--- config.mk ---
export PLATFORM = sky130hd
export DESIGN_NAME = servile_wb_rr_arbiter_flat
export DESIGN_NICKNAME = d
export VERILOG_FILES = /design/src/rtl/servile_wb_rr_arbiter_if.sv /design/src/rtl/servile_wb_rr_arbiter.sv /design/src/flat_wrapper.sv
export SDC_FILE = /design/constraint.sdc
export NUM_CORES = 1
export LEC_CHECK = 0
export ABC_AREA = 1
export ABC_CLOCK_PERIOD_IN_PS = 2200
export CAP_MARGIN = 25
export CORE_AREA = 4 4 147 149
export DETAILED_ROUTE_END_ITERATION = 6
export DIE_AREA = 0 0 151 153
export PLACE_DENSITY = 0.63
export SLEW_MARGIN = 40
export SYNTH_ARGS = -nofsm -noshare
export SYNTH_HDL_FRONTEND = slang
export SYNTH_SLANG_ARGS = --single-unit
export TNS_END_PERCENT = 100
--- constraint.sdc ---
create_clock -name i_clk -period 2.2 [get_ports i_clk]
set_clock_uncertainty 0.05 [all_clocks]
set_input_delay 0.22 -clock i_clk [delete_from_list [all_inputs] [get_ports i_clk]]
set_output_delay 0.22 -clock i_clk [all_outputs]
set_load 0.005 [all_outputs]
--- src/rtl/servile_wb_rr_arbiter_if.sv ---
// Single Wishbone link (request + response) shared by the arbiter's master and slave sides.
// rd_slave is the reduced view used for the read-only instruction bus.
interface servile_wb_rr_arbiter_if;
   logic [31:0] adr;
   logic [31:0] dat;
   logic [3:0]  sel;
   logic        we;
   logic        stb;
   logic [31:0] rdt;
   logic        ack;

   modport master   (output adr, dat, sel, we, stb, input rdt, ack);
   modport slave    (input adr, dat, sel, we, stb, output rdt, ack);
   modport rd_slave (input adr, stb, output rdt, ack);
endinterface

--- src/rtl/servile_wb_rr_arbiter.sv ---
// Three-master Wishbone round-robin arbiter (ibus, dbus, aux) onto one memory port.
// Registered grant gives one IDLE arbitration cycle per access; optional ack timeout.
module servile_wb_rr_arbiter #(
   parameter int unsigned TIMEOUT  = 256,
   parameter logic [31:0] ERR_DATA = 32'hDEADBEEF,
   parameter int unsigned TW       = $clog2(TIMEOUT + 1)
) (
   input  logic                            i_clk,
   input  logic                            i_rst,
   servile_wb_rr_arbiter_if.rd_slave       wb_m0,
   servile_wb_rr_arbiter_if.slave          wb_m1,
   servile_wb_rr_arbiter_if.slave          wb_m2,
   servile_wb_rr_arbiter_if.master         wb_mem,
   output logic [2:0]                      o_grant,
   output logic                            o_timeout
);

   localparam int unsigned CW = (TW > 0) ? TW : 1;

   typedef enum logic {IDLE, BUSY} state_t;

   state_t        state, state_nxt;
   logic [2:0]    grant, grant_nxt;
   logic [1:0]    last, last_nxt;
   logic [CW-1:0] cnt, cnt_nxt;
   logic [2:0]    stb;
   logic          gstb;
   logic          tmo;
   logic          done;
   logic          found;
   logic [1:0]    cand;

   assign stb = {wb_m2.stb, wb_m1.stb, wb_m0.stb};

   always_ff @(posedge i_clk) begin
      if (i_rst) begin
         state <= IDLE;
         grant <= '0;
         last  <= 2'd2;
         cnt   <= '0;
      end else begin
         state <= state_nxt;
         grant <= grant_nxt;
         last  <= last_nxt;
         cnt   <= cnt_nxt;
      end
   end

   always_comb begin
      gstb = |(grant & stb);
      tmo  = 1'b0;
      if (TIMEOUT != 0 && state == BUSY && gstb && !wb_mem.ack &&
          cnt == CW'(TIMEOUT - 1))
         tmo = 1'b1;
      done = (state == BUSY) && gstb && (wb_mem.ack || tmo);
   end

   always_comb begin
      state_nxt = state;
      grant_nxt = grant;
      last_nxt  = last;
      cnt_nxt   = cnt;
      found     = 1'b0;
      cand      = '0;
      case (state)
         IDLE: begin
            // Search order last+1, last+2, last+3 (mod 3); first hit wins.
            for (int unsigned k = 1; k <= 3; k++) begin
               cand = 2'((32'(last) + k) % 3);
               if (!found && stb[cand]) begin
                  found     = 1'b1;
                  grant_nxt = 3'b001 << cand;
               end
            end
            if (found) begin
               state_nxt = BUSY;
               cnt_nxt   = '0;
            end
         end
         BUSY: begin
            if (!gstb) begin
               state_nxt = IDLE;
               grant_nxt = '0;
            end else if (done) begin
               state_nxt = IDLE;
               grant_nxt = '0;
               last_nxt  = grant[2] ? 2'd2 : (grant[1] ? 2'd1 : 2'd0);
            end else begin
               cnt_nxt = cnt + 1'b1;
            end
         end
         default: state_nxt = IDLE;
      endcase
   end

   always_comb begin
      wb_mem.adr = '0;
      wb_mem.dat = '0;
      wb_mem.sel = '0;
      wb_mem.we  = 1'b0;
      if (state == BUSY) begin
         case (grant)
            3'b001: begin
               wb_mem.adr = wb_m0.adr;
               wb_mem.sel = 4'hF;
            end
            3'b010: begin
               wb_mem.adr = wb_m1.adr;
               wb_mem.dat = wb_m1.dat;
               wb_mem.sel = wb_m1.sel;
               wb_mem.we  = wb_m1.we;
            end
            3'b100: begin
               wb_mem.adr = wb_m2.adr;
               wb_mem.dat = wb_m2.dat;
               wb_mem.sel = wb_m2.sel;
               wb_mem.we  = wb_m2.we;
            end
            default: ;
         endcase
      end
      // A timeout completes toward the master and withdraws the slave request together.
      wb_mem.stb = (state == BUSY) && gstb && !tmo;
      wb_m0.rdt  = tmo ? ERR_DATA : wb_mem.rdt;
      wb_m1.rdt  = tmo ? ERR_DATA : wb_mem.rdt;
      wb_m2.rdt  = tmo ? ERR_DATA : wb_mem.rdt;
      wb_m0.ack  = done && grant[0];
      wb_m1.ack  = done && grant[1];
      wb_m2.ack  = done && grant[2];
      o_grant    = grant;
      o_timeout  = tmo;
   end

endmodule

--- src/flat_wrapper.sv ---
// flat-port wrapper written by rule: the top's interface ports become plain ports
module servile_wb_rr_arbiter_flat 
#(
   parameter int unsigned TIMEOUT  = 256,
   parameter logic [31:0] ERR_DATA = 32'hDEADBEEF,
   parameter int unsigned TW       = $clog2(TIMEOUT + 1)
)
  (i_clk, i_rst, o_grant, o_timeout, wb_m0_adr, wb_m0_stb, wb_m0_rdt, wb_m0_ack, wb_m1_adr, wb_m1_dat, wb_m1_sel, wb_m1_we, wb_m1_stb, wb_m1_rdt, wb_m1_ack, wb_m2_adr, wb_m2_dat, wb_m2_sel, wb_m2_we, wb_m2_stb, wb_m2_rdt, wb_m2_ack, wb_mem_adr, wb_mem_dat, wb_mem_sel, wb_mem_we, wb_mem_stb, wb_mem_rdt, wb_mem_ack);
  servile_wb_rr_arbiter_if wb_m0_i ();
  servile_wb_rr_arbiter_if wb_m1_i ();
  servile_wb_rr_arbiter_if wb_m2_i ();
  servile_wb_rr_arbiter_if wb_mem_i ();
  input  logic i_clk;
  input  logic i_rst;
  output logic [2:0] o_grant;
  output logic o_timeout;
  input wire logic [$bits(wb_m0_i.adr)-1:0] wb_m0_adr;
  input wire logic [$bits(wb_m0_i.stb)-1:0] wb_m0_stb;
  output wire logic [$bits(wb_m0_i.rdt)-1:0] wb_m0_rdt;
  output wire logic [$bits(wb_m0_i.ack)-1:0] wb_m0_ack;
  input wire logic [$bits(wb_m1_i.adr)-1:0] wb_m1_adr;
  input wire logic [$bits(wb_m1_i.dat)-1:0] wb_m1_dat;
  input wire logic [$bits(wb_m1_i.sel)-1:0] wb_m1_sel;
  input wire logic [$bits(wb_m1_i.we)-1:0] wb_m1_we;
  input wire logic [$bits(wb_m1_i.stb)-1:0] wb_m1_stb;
  output wire logic [$bits(wb_m1_i.rdt)-1:0] wb_m1_rdt;
  output wire logic [$bits(wb_m1_i.ack)-1:0] wb_m1_ack;
  input wire logic [$bits(wb_m2_i.adr)-1:0] wb_m2_adr;
  input wire logic [$bits(wb_m2_i.dat)-1:0] wb_m2_dat;
  input wire logic [$bits(wb_m2_i.sel)-1:0] wb_m2_sel;
  input wire logic [$bits(wb_m2_i.we)-1:0] wb_m2_we;
  input wire logic [$bits(wb_m2_i.stb)-1:0] wb_m2_stb;
  output wire logic [$bits(wb_m2_i.rdt)-1:0] wb_m2_rdt;
  output wire logic [$bits(wb_m2_i.ack)-1:0] wb_m2_ack;
  output wire logic [$bits(wb_mem_i.adr)-1:0] wb_mem_adr;
  output wire logic [$bits(wb_mem_i.dat)-1:0] wb_mem_dat;
  output wire logic [$bits(wb_mem_i.sel)-1:0] wb_mem_sel;
  output wire logic [$bits(wb_mem_i.we)-1:0] wb_mem_we;
  output wire logic [$bits(wb_mem_i.stb)-1:0] wb_mem_stb;
  input wire logic [$bits(wb_mem_i.rdt)-1:0] wb_mem_rdt;
  input wire logic [$bits(wb_mem_i.ack)-1:0] wb_mem_ack;
  assign wb_m0_i.adr = wb_m0_adr;
  assign wb_m0_i.stb = wb_m0_stb;
  assign wb_m0_rdt = wb_m0_i.rdt;
  assign wb_m0_ack = wb_m0_i.ack;
  assign wb_m1_i.adr = wb_m1_adr;
  assign wb_m1_i.dat = wb_m1_dat;
  assign wb_m1_i.sel = wb_m1_sel;
  assign wb_m1_i.we = wb_m1_we;
  assign wb_m1_i.stb = wb_m1_stb;
  assign wb_m1_rdt = wb_m1_i.rdt;
  assign wb_m1_ack = wb_m1_i.ack;
  assign wb_m2_i.adr = wb_m2_adr;
  assign wb_m2_i.dat = wb_m2_dat;
  assign wb_m2_i.sel = wb_m2_sel;
  assign wb_m2_i.we = wb_m2_we;
  assign wb_m2_i.stb = wb_m2_stb;
  assign wb_m2_rdt = wb_m2_i.rdt;
  assign wb_m2_ack = wb_m2_i.ack;
  assign wb_mem_adr = wb_mem_i.adr;
  assign wb_mem_dat = wb_mem_i.dat;
  assign wb_mem_sel = wb_mem_i.sel;
  assign wb_mem_we = wb_mem_i.we;
  assign wb_mem_stb = wb_mem_i.stb;
  assign wb_mem_i.rdt = wb_mem_rdt;
  assign wb_mem_i.ack = wb_mem_ack;
  servile_wb_rr_arbiter #(.TIMEOUT(TIMEOUT), .ERR_DATA(ERR_DATA), .TW(TW)) u_core (.i_clk(i_clk), .i_rst(i_rst), .wb_m0(wb_m0_i), .wb_m1(wb_m1_i), .wb_m2(wb_m2_i), .wb_mem(wb_mem_i), .o_grant(o_grant), .o_timeout(o_timeout));
endmodule
==> flow_summary_export.csv <==
group,metric,value,unit
worst_setup_path,cp-start-kind,"flip-flop",
worst_setup_path,cp-end-kind,"primary output",
floorplan,coreArea,20200,µm²
drt,via_per_inst,4.04,
drt,drtIter0Drc,126,
yosys,netlist_area,3140,µm²
drt,wire_per_inst,16.9,µm
drt,first_pass_iters,4,
worst_setup_path,crit_required,1.93,ns
yosys,async_flop_share,0,%
drt,via_count,5121,
global_routing,grt_pass1_vias,5152,
yosys,synth_edf_count,0,
min_path,hold_class,"reg2reg",
clock_tree,cts_tree,"done",
layout,fin_cells,1267,
global_routing,grt.overflow.total,0,
clock_tree,clk_pin_slew,0.05,ns
yosys,ys_types,29,
floorplan,die_h,153,µm
sta,tns,-24.33,ns
place,io_buffers,380,
worst_setup_path,worstSetupPathType,"reg2out",
power_and_ir_drop,clkPwrFrac,16.0,%
floorplan,rows,52,
drt,route.detailed.drc,0,
layout,layout.nets,1211,
sta,setup_viol,98,
global_routing,antenna_found_initial,2,
sta,grt_setup_unrepaired,"yes",
power_and_ir_drop,p_per_area,274,nW/µm²
sta,finalCriticalPeriod,2.61,ns
layout,final_cell_mix,"nand2_1, clkdlybuf4s50_1, buf_6",
floorplan,die-area,23100,µm²
power_and_ir_drop,p_comb_share,70.5,%
outcome,status,"finished, violations left",
yosys,syn_avg_cell_area,5.22,µm²
sta,slew_headroom,62.8,%
sta,worst_pin_slew,0.557,ns
yosys,synth_top_area_share,30.2,%
clock_tree,clockBufferDepth,2,
sta,period_share,119,%
power_and_ir_drop,power.internal,1450,µW
place,place.gp.congestion,0.845,
sta,hold_ws,0.425,ns
floorplan,die_width,151,µm
job,cap_violations,0,
yosys,synth.area.top_cells,"nand2_1, buf_4, dfxtp_1",
place,dp_hpwl,16200,µm
worst_setup_path,crit-reg2reg-launch,"u_core.last[0]",
worst_setup_path,cp-startpoint,"u_core.cnt[1]",
clock_tree,cts_buffers,3,
outcome,failed_checks,"setup timing",
clock_tree,clkLatencyLatePin,0.24,ns
sta,fmax,383,MHz
power_and_ir_drop,irDropWorstVdd,0.209,mV
worst_setup_path,crit_arrival,2.34,ns
sta,slew_violations,0,
place,placed_cells,1199,
power_and_ir_drop,leakage,0.00388,µW
yosys,synth_seq_area_share,9.58,%
layout,final_common_cell,"nand2_1",
layout,syn_to_final_growth,157,%
sta,setup_ws,-0.408,ns
yosys,synth_largest_area_cell,"nand2_1",
layout,drive_above_1_share,32.1,%
global_routing,grt_max_degree,32,
power_and_ir_drop,p_sw,759,µW
power_and_ir_drop,pwr-share-seq,13.4,%
clock_tree,cts.sinks,15,
yosys,synthCells,601,
worst_setup_path,cp_max_fo,2,
clock_tree,root_buffer,"clkbuf_16",
yosys,synth_warnings,0,
floorplan,io_pins,381,
clock_tree,ctsHtreeMaxLevel,1,
global_routing,grt.total_usage,17.0,%
drt,wl,21500,µm
yosys,ys_ff_latch,15,
yosys,ys.flop_type,"dfxtp_1",
min_path,hold_start,"u_core.cnt[7]",
sta,hold_viol_final,0,
global_routing,grt_pass1_wl,30400,µm
power_and_ir_drop,swShare,34.4,%
drt,ant_nets,0,
floorplan,initial_core_util,15.5,%
clock_tree,holdBufCountCts,0,
yosys,synth_nets,815,
-- per-layer routing --
layer / global-route usage [%] / up-vias / wire (µm)
met5: 0 / - / 13
li1: - / 2578 / -
met3: 2.99 / 24 / 1530
met2: 32.7 / 210 / 11300
met1: 19.5 / 2307 / 8200
met4: 2.98 / 2 / 395
-- Yosys cell counts, types with 3 or more instances --
master / instances
nand2_1: 252
buf_4: 68
inv_1: 68
nand3_1: 48
a21oi_1: 44
or2_2: 25
nor2_1: 17
dfxtp_1: 15
buf_2: 12
clkbuf_1: 8
ha_1: 6
buf_1: 5
inv_2: 4
o21ai_0: 4
xor2_1: 4
a22o_1: 3
nand2_2: 3
nor3_4: 3
-- registers in the layout, summed over array words and instances (netlist names) --
name and count:
u_core.cnt 9, u_core.state 1, u_core.last 2, u_core.o_grant 3
-- cell type report --
class	instances	area [µm²]
inverters	72	293
diodes	1	2.50
flip-flops and latches	15	312
well taps	270	338
clock inverters	1	5.00
clock buffers	3	75.1
fillers	2040	12100
repair buffers	484	4890
multi-input cells	421	2130
-- critical path, stage by stage, from the launching register on --
cell and delay, ns:
dfxtp_2 0.35, ha_4 0.15, nand2_4 0.06, nor2_4 0.12
nand2_2 0.07, nor2_2 0.12, ha_2 0.20, inv_2 0.05
nor3_4 0.20, buf_4 0.20, buf_16 0.12, buf_6 0.09
buf_6 0.09, or2_4 0.12, buf_6 0.09, buf_6 0.08
-- cells by family after synthesis --
logic type	synth area share (%)
and+or+nand+nor	48.2
buffers and inverters	28.4
AOI/OAI and AO/OA	10.3
DFF	9.58
adders and majority gates	2.39
xor gates and xnor gates	1.12
-- metrics by stage --
stage	setup slack (ns)	instance area, µm²	total power (µW)	utilization [%]
floorplan	0.0687	3140	804	-
global placement	-0.339	7050	1640	34.9
detailed placement	-0.370	7050	1640	34.9
CTS	-0.486	7930	2170	39.3
global route	-0.525	8050	2350	39.9
finish	-0.408	8050	2210	39.9
-- worst paths after layout --
check | to | slack, ns | cells past startpoint
setup / recovery | wb_m0_rdt[10] | -0.41 | 15
hold / removal | u_core.cnt[7] | 0.43 | 2
setup reg to reg | u_core.cnt[7] | 0.21 | 11
hold reg to reg | u_core.cnt[7] | 0.43 | 2
-- power groups by stage --
stage	combinational, µW	clock (µW)	sequential (µW)
2_1_floorplan	503	0	301
3_3_place_gp	1340	0	300
3_5_place_dp	1340	0	300
4_1_cts	1510	362	296
5_1_grt	1680	377	298
6_report	1560	354	296
-- repair_timing --
| action | in CTS | in global routing |
|---|---|---|
| gates resized for setup | 621 | 145 |
| endpoints found under the setup margin | 170 | 162 |
| buffers inserted | 51 | 15 |
| cloned | 9 | 0 |
| pin swaps | 8 | 18 |
| endpoints found under the hold margin | 0 | 0 |
Power figures use the tool's default switching activity.
